`src/rtl/panel_switch_bank.sv`:
```
// Front-panel switch bank: turns keyboard cursor actions into toggle, momentary
// and three-position AUX switch state, plus rate-limited command pulses.
module panel_switch_bank #(
   parameter int unsigned SWITCHES_ST_COUNT      = 18,
   parameter int unsigned SWITCHES_ST_AUX1_INDEX = 23,
   parameter int unsigned SWITCHES_ST_AUX2_INDEX = 24,
   parameter int unsigned LOCKOUT_CYCLES         = 16
) (
   input  logic                         clk,
   input  logic                         reset,
   input  logic [4:0]                   cursor_index,
   input  logic [1:0]                   cursor_action,
   output logic [SWITCHES_ST_COUNT-1:0] toggles,
   output logic [4:0]                   cmd_up_pos,
   output logic [4:0]                   cmd_dn_pos,
   output logic [4:0]                   cmd_up_pulse,
   output logic [4:0]                   cmd_dn_pulse,
   output logic [1:0]                   aux1_pos,
   output logic [1:0]                   aux2_pos
);

   localparam int unsigned MOM_COUNT = 5;
   localparam int unsigned LOCK_W    = $clog2(LOCKOUT_CYCLES + 1);
   localparam logic [LOCK_W-1:0] LOCK_LOAD = LOCK_W'(LOCKOUT_CYCLES);
   localparam logic [4:0] AUX1_IDX = 5'(SWITCHES_ST_AUX1_INDEX);
   localparam logic [4:0] AUX2_IDX = 5'(SWITCHES_ST_AUX2_INDEX);

   typedef enum logic [1:0] {
      ACT_OFF  = 2'd0,
      ACT_UP   = 2'd1,
      ACT_DOWN = 2'd2,
      ACT_MOVE = 2'd3
   } act_e;

   logic [4:0]                   idx_q;
   act_e                         act_q, act_qq;
   logic [SWITCHES_ST_COUNT-1:0] tog_q, tog_d;
   logic [MOM_COUNT-1:0]         up_pos_q, up_pos_d;
   logic [MOM_COUNT-1:0]         dn_pos_q, dn_pos_d;
   logic [MOM_COUNT-1:0]         up_pulse_q, up_pulse_d;
   logic [MOM_COUNT-1:0]         dn_pulse_q, dn_pulse_d;
   logic [1:0]                   aux1_q, aux1_d;
   logic [1:0]                   aux2_q, aux2_d;
   logic [LOCK_W-1:0]            lock_q, lock_d;
   logic                         evt;

   // Only a change of action is an event; sliding the cursor alone is not.
   assign evt = (act_q != act_qq);

   always_comb begin
      tog_d      = tog_q;
      up_pos_d   = up_pos_q;
      dn_pos_d   = dn_pos_q;
      up_pulse_d = '0;
      dn_pulse_d = '0;
      aux1_d     = aux1_q;
      aux2_d     = aux2_q;
      lock_d     = (lock_q != '0) ? lock_q - LOCK_W'(1) : lock_q;

      if (evt) begin
         for (int unsigned i = 0; i < SWITCHES_ST_COUNT; i++) begin
            if (idx_q == 5'(i)) begin
               if (act_q == ACT_UP)
                  tog_d[i] = 1'b1;
               else if (act_q == ACT_OFF)
                  tog_d[i] = 1'b0;
            end
         end

         if (act_q == ACT_MOVE) begin
            up_pos_d = '0;
            dn_pos_d = '0;
         end

         // Positions always follow the press; the pulse is dropped during lockout.
         for (int unsigned i = 0; i < MOM_COUNT; i++) begin
            if (idx_q == 5'(SWITCHES_ST_COUNT + i)) begin
               unique case (act_q)
                  ACT_UP: begin
                     up_pos_d[i] = 1'b1;
                     dn_pos_d[i] = 1'b0;
                     if (lock_q == '0) begin
                        up_pulse_d[i] = 1'b1;
                        lock_d        = LOCK_LOAD;
                     end
                  end
                  ACT_DOWN: begin
                     up_pos_d[i] = 1'b0;
                     dn_pos_d[i] = 1'b1;
                     if (lock_q == '0) begin
                        dn_pulse_d[i] = 1'b1;
                        lock_d        = LOCK_LOAD;
                     end
                  end
                  default: begin
                     up_pos_d[i] = 1'b0;
                     dn_pos_d[i] = 1'b0;
                  end
               endcase
            end
         end

         if (act_q != ACT_MOVE) begin
            if (idx_q == AUX1_IDX)
               aux1_d = act_q;
            if (idx_q == AUX2_IDX)
               aux2_d = act_q;
         end
      end
   end

   always_ff @(posedge clk) begin
      if (reset) begin
         idx_q      <= '0;
         act_q      <= ACT_OFF;
         act_qq     <= ACT_OFF;
         tog_q      <= '0;
         up_pos_q   <= '0;
         dn_pos_q   <= '0;
         up_pulse_q <= '0;
         dn_pulse_q <= '0;
         aux1_q     <= '0;
         aux2_q     <= '0;
         lock_q     <= '0;
      end else begin
         idx_q      <= cursor_index;
         act_q      <= act_e'(cursor_action);
         act_qq     <= act_q;
         tog_q      <= tog_d;
         up_pos_q   <= up_pos_d;
         dn_pos_q   <= dn_pos_d;
         up_pulse_q <= up_pulse_d;
         dn_pulse_q <= dn_pulse_d;
         aux1_q     <= aux1_d;
         aux2_q     <= aux2_d;
         lock_q     <= lock_d;
      end
   end

   assign toggles      = tog_q;
   assign cmd_up_pos   = up_pos_q;
   assign cmd_dn_pos   = dn_pos_q;
   assign cmd_up_pulse = up_pulse_q;
   assign cmd_dn_pulse = dn_pulse_q;
   assign aux1_pos     = aux1_q;
   assign aux2_pos     = aux2_q;

endmodule

```
`config.mk`:
```
export PLATFORM = sky130hd
export DESIGN_NAME = panel_switch_bank
export DESIGN_NICKNAME = d
export VERILOG_FILES = /design/src/rtl/panel_switch_bank.sv
export SDC_FILE = /design/constraint.sdc
export NUM_CORES = 1
export LEC_CHECK = 0
export CAP_MARGIN = 0
export CORE_MARGIN = 3
export CORE_UTILIZATION = 35
export DETAILED_ROUTE_END_ITERATION = 6
export GPL_ROUTABILITY_DRIVEN = 0
export GPL_TIMING_DRIVEN = 0
export HOLD_SLACK_MARGIN = 0.03
export PLACE_DENSITY = 0.6
export SETUP_SLACK_MARGIN = 0.02
export SLEW_MARGIN = 25
export SYNTH_ARGS = -nofsm -noshare
export SYNTH_HDL_FRONTEND = slang
export SYNTH_SLANG_ARGS = --single-unit
```
`constraint.sdc`:
```
create_clock -name clk -period 2.85 [get_ports clk]
set_input_delay 0.57 -clock clk [delete_from_list [all_inputs] [get_ports clk]]
set_output_delay 0.57 -clock clk [all_outputs]
set_load 0.005 [all_outputs]
```
Yosys cells after proc, flatten, opt, wreduce, memory -nomap -nowiden

Index checks and enable logic that the tools add are counted.
Widths: inputs -> output; s select.

ROM bits: 0
Word-level logic and storage cells: 157
Input port bits: 9
Memories kept: 0
Register bits after elaboration: 56
Bits in writable memories: 0
Bits in latches: 0
Output and inout port bits: 42

Div/mod/pow operators: 0
Bitwise gates (word level): 6
Reductions and logical operators: 41
Magnitude comparators: 0
Shifts and indexed selects: 0
Muxes and demuxes: 36
Multiply operators: 0
Equal/unequal tests: 29
Add/subtract/negate cells: 1

Operators by type and width:

| operator            | count |
|---|---|
| $mux 5              | 19 |
| $reduce_and 3->1    | 20 |
| $eq 5x5->1 const B  | 9 |
| $eq 5x4->1 const B  | 8 |
| $eq 5x3->1 const B  | 4 |
| $mux 1              | 17 |
| $reduce_or 3->1     | 5 |
| $reduce_bool 2->1   | 6 |
| $eq 5x2->1 const B  | 2 |
| $logic_not 5->1     | 2 |
| $reduce_and 2->1    | 5 |
| $not 1->1           | 6 |
| $eq 5x1->1 const B  | 1 |
| $reduce_bool 5->1   | 1 |
| $sub 5x1->5 const B | 1 |
| $eq 2x2->1 const B  | 2 |
| $eq 2x1->1 const B  | 1 |
| $logic_not 2->1     | 1 |
| $ne 2x2->1          | 1 |
| $ne 2x2->1 const B  | 1 |
| $reduce_or 2->1     | 1 |

Logic depth before layout (Yosys ltp)

Word-level depth: 19
Gate-level depth with buffers: 9
Mapped depth without buffers: 9

Worst setup path before layout

No wires, ideal clock.

Path type: register to register
Start point: reg act_q[1]
End point: reg tog_q[12] (netlist: toggles[12])
Arrival: 1.883 ns
Library setup time: 0.123 ns
Period minus slack after synthesis: 2.006 ns
Cell stages (with the launch flop): 8
Data required time: 2.727 ns
Path buffers: 1
Setup slack: 0.844 ns
Path through: dfxtp_1 > inv_1 > ha_1 > clkbuf_1 > o21bai_2 > a21oi_2 > nand4_1 > mux2_1

Longest elaborated chain between the ends: 3
Elaborated cells on any way between the ends: 6
Those cells by class: 2 x eq/ne; 1 x mux; 3 x reduce/logical

RTL lines:

| element                                              | RTL line | text |
|---|---|---|
| start, declared                                      | 36       | `act_e act_q, act_qq;` |
| start signal, assigned                               | 127      | `act_q <= act_e'(cursor_action);` |
| $eq 2x1->1 / $logic_not 2->1 (equally long branches) | 63, 65   |  |
| $reduce_bool 2->1 (no source line)                   | --       |  |
| $reduce_and 3->1 (no source line)                    | --       |  |
| end signal, assigned                                 | 129      | `tog_q <= tog_d;` |
| end, declared                                        | 37       | `logic [SWITCHES_ST_COUNT-1:0] tog_q, tog_d;` |

Several ways; a longest one is shown, not always the timed one.
A chain may end at the register's enable or synchronous reset.

Worst setup path after layout

Start point: reg act_q[0]
End point: reg tog_q[12] (netlist: toggles[12])

Same word-level chain as after synthesis.

==> results.yml <==
final_layout:
  fin_nets: 330
  drive_gt1_frac: 0.08889
  nFillCells: 678
  area.growth.synth_to_final_pct: 29.08
  antenna-diode-count: 0
setup_path:
  worstPathMaxFanout: 9
  worst_r2r_endpoint: "toggles[12]"
  path_class: "register to register"
  crit_path_end_kind: "register"
  required_ns: 3.07
  r2r-start: "act_q[0]"
  crit_path_start_kind: "register"
  reg2reg_depth: 6
  r2r_setup_slack_ns: 0.49
  crit_arrival_ns: 2.58
clock_tree:
  postCtsSetupBuffers: 0
  clock-sinks: 56
  postCtsResizedCells: 0
  htree_levels: 2
  cts_buffer_depth: 2
  hold_buffers: 0
  tritoncts: "built"
  clk_root_buffer_cell: "clkbuf_8"
  cts_buffers: 5
  clk_pin_slew_ns: 0.10
  clock_latency_ns: 0.32
grt:
  antenna_found_initial: 0
  grt_pass1_wl_um: 10420
  grt_max_degree: 18
  grt_pass1_vias: 2117
  overflow: 0
  track_usage: 0.1565
synth:
  ys_types: 45
  synth_top_area_cell: "dfxtp_1"
  synth_top_family_by_area: "compound AO/OA/AOI/OAI gates"
  syn_avg_cell_area_um2: 9.573
  async_flop_share: 0
  synthMuxAreaShare: 0.04965
  ys_seq_area_frac: 0.4539
  synth_xor_area_frac: 0.02736
  synth_edf_count: 0
  synth_compound_area_frac: 0.1971
  ys_warn_count: 0
  netlist_area_um2: 2470
  ys_top_cells_by_count: "dfxtp_1, nor2_1, nor2b_1"
  yosysMostFrequentCell: "dfxtp_1"
  synth_ff_type: "dfxtp_1"
  synth_top_cell_area_share: 0.4539
  synth_nets: 274
  synth-simple-area-share: 0.1930
  synthAdderAreaFrac: 0.03546
  netlist_instances: 258
  synth_area_leaders: "dfxtp_1, nor2_1, a2111oi_2, mux2i_1, nor2b_1"
  ys_ff_latch: 56
sta:
  slew_violations: 0
  fmax_mhz: 423.8
  worstMarginPinSlew_ns: 0.6364
  setup_viol: 0
  hold_viol: 0
  setup_tns_ns: 0
  fin_crit_sh: 0.8279
  slew_headroom: 0.5758
  finalCriticalPeriod_ns: 2.359
  rsz0062_at_grt: "false"
  clock_skew_ns: 0.009405
hold_path:
  hold_class: "register to register"
  hold_depth: 1
  hp-start: "cmd_dn_pos[1]"
  hold_end: "cmd_dn_pos[1]"
floorplanning:
  die-area_um2: 8101
  core_area_um2: 6604
  chipWidth_um: 90.01
  start_util: 0.3740
  row_count: 29
  die_h_um: 90.01
  ios: 51
drt:
  wire_per_inst_um: 15.21
  via_count: 2054
  antenna_left: 0
  drc: 0
  wirelength_um: 6204
  dr.pass1.iters: 4
  viasPerCell: 5.034
  drt_iter0_markers: 141
pwr:
  powerDensity_nw_per_um2: 555.1
  total_power_mw: 1.770
  irDropWorstVdd_v: 0.0003965
  p_leak_nw: 1.076
place:
  portBuffers: 49
  post-dp-hpwl_um: 4583
run:
  max_cap_viol_count: 0
status:
  status: "complete, no violations"
[how the worst max path moves through the flow]
stage,start,endpoint,slack [ns],cells past startpoint
2_1_floorplan,act_q[1],toggles[12],0.84,7
4_1_cts,act_q[1],toggles[12],0.49,7
3_5_place_dp,act_q[1],toggles[12],0.52,7
3_3_place_gp,act_q[1],toggles[12],0.52,7
6_report,act_q[0],toggles[12],0.49,6
5_1_grt,act_q[1],toggles[12],0.33,7
[layer usage]
layer / wire, um / GRT usage / vias to the layer above
li1: - / - / 1032
met4: 113 / 0.06250 / 0
met5: 0 / 0 / -
met1: 2942 / 0.2013 / 964
met2: 2861 / 0.2564 / 47
met3: 286 / 0.03172 / 11
[cell type report]
class	instances	area, um^2	share of cell area
Multi-Input combinational cell	177	1241	0.3893
Sequential cell	56	1121	0.3516
Timing Repair Buffer	49	490.5	0.1538
Tap cell	93	116.4	0.03650
Buffer	16	73.82	0.02316
Clock buffer	5	68.82	0.02159
Clock inverter	3	42.54	0.01334
Inverter	9	33.78	0.01060
[cells in the final DEF (no fill, tap or decap), types with 3 or more instances in the layout]
cell	n
dfxtp_1	56
clkdlybuf4s50_1	49
nor2_1	31
nor2b_1	15
nand2_1	13
a21oi_1	12
nand3_1	12
clkbuf_1	10
mux2i_1	10
inv_1	8
a2111oi_2	7
o21ai_1	7
ha_1	7
nor3_1	6
a211oi_1	6
a32o_1	6
nand2b_1	5
clkbuf_8	5
nand4_1	4
o41ai_1	4
a22o_1	4
a21oi_2	3
[worst max-delay path, cell delays in order, from the launching register on]
cell	delay [ns]
dfxtp_1	0.52
ha_1	0.20
clkbuf_1	0.32
o21bai_2	0.27
a21oi_2	0.40
nand4_1	0.19
mux2_1	0.35
[flip-flops by register name (all words and copies together) (netlist names)]
name          count
toggles          18
cmd_dn_pos        5
cmd_dn_pulse      5
cmd_up_pos        5
cmd_up_pulse      5
idx_q             5
lock_q            5
act_q             2
act_qq            2
aux1_pos          2
aux2_pos          2
[per-stage QoR]
stage | area [um^2] | worst slack (ns) | instances | hold WS, ns | utilization
finish | 3188 | 0.4906 | 408 | 0.4775 | 0.4828
global placement | 3077 | 0.5150 | 400 | 0.4606 | 0.4659
global route | 3188 | 0.3258 | 408 | 0.5094 | 0.4828
detailed placement | 3077 | 0.5242 | 400 | 0.4573 | 0.4659
floorplan | 2470 | 0.8440 | 258 | 0.4548 | -
CTS | 3188 | 0.4906 | 408 | 0.4821 | 0.4828
[where the power goes]
group | internal (mW) | total (mW) | leakage, nW | switching (mW)
registers | 0.819 | 0.857 | 0.454 | 0.0384
clock network | 0.260 | 0.521 | 0.0541 | 0.261
logic | 0.161 | 0.391 | 0.567 | 0.230
[kinds of logic after synthesis]
kind of cell | after synthesis
compound gates | 59
xor+xnor | 6
fa+ha+maj | 7
buf+inv | 25
flops | 56
mux | 12
simple gates | 93
No activity file was read; power rests on OpenSTA's default activity.
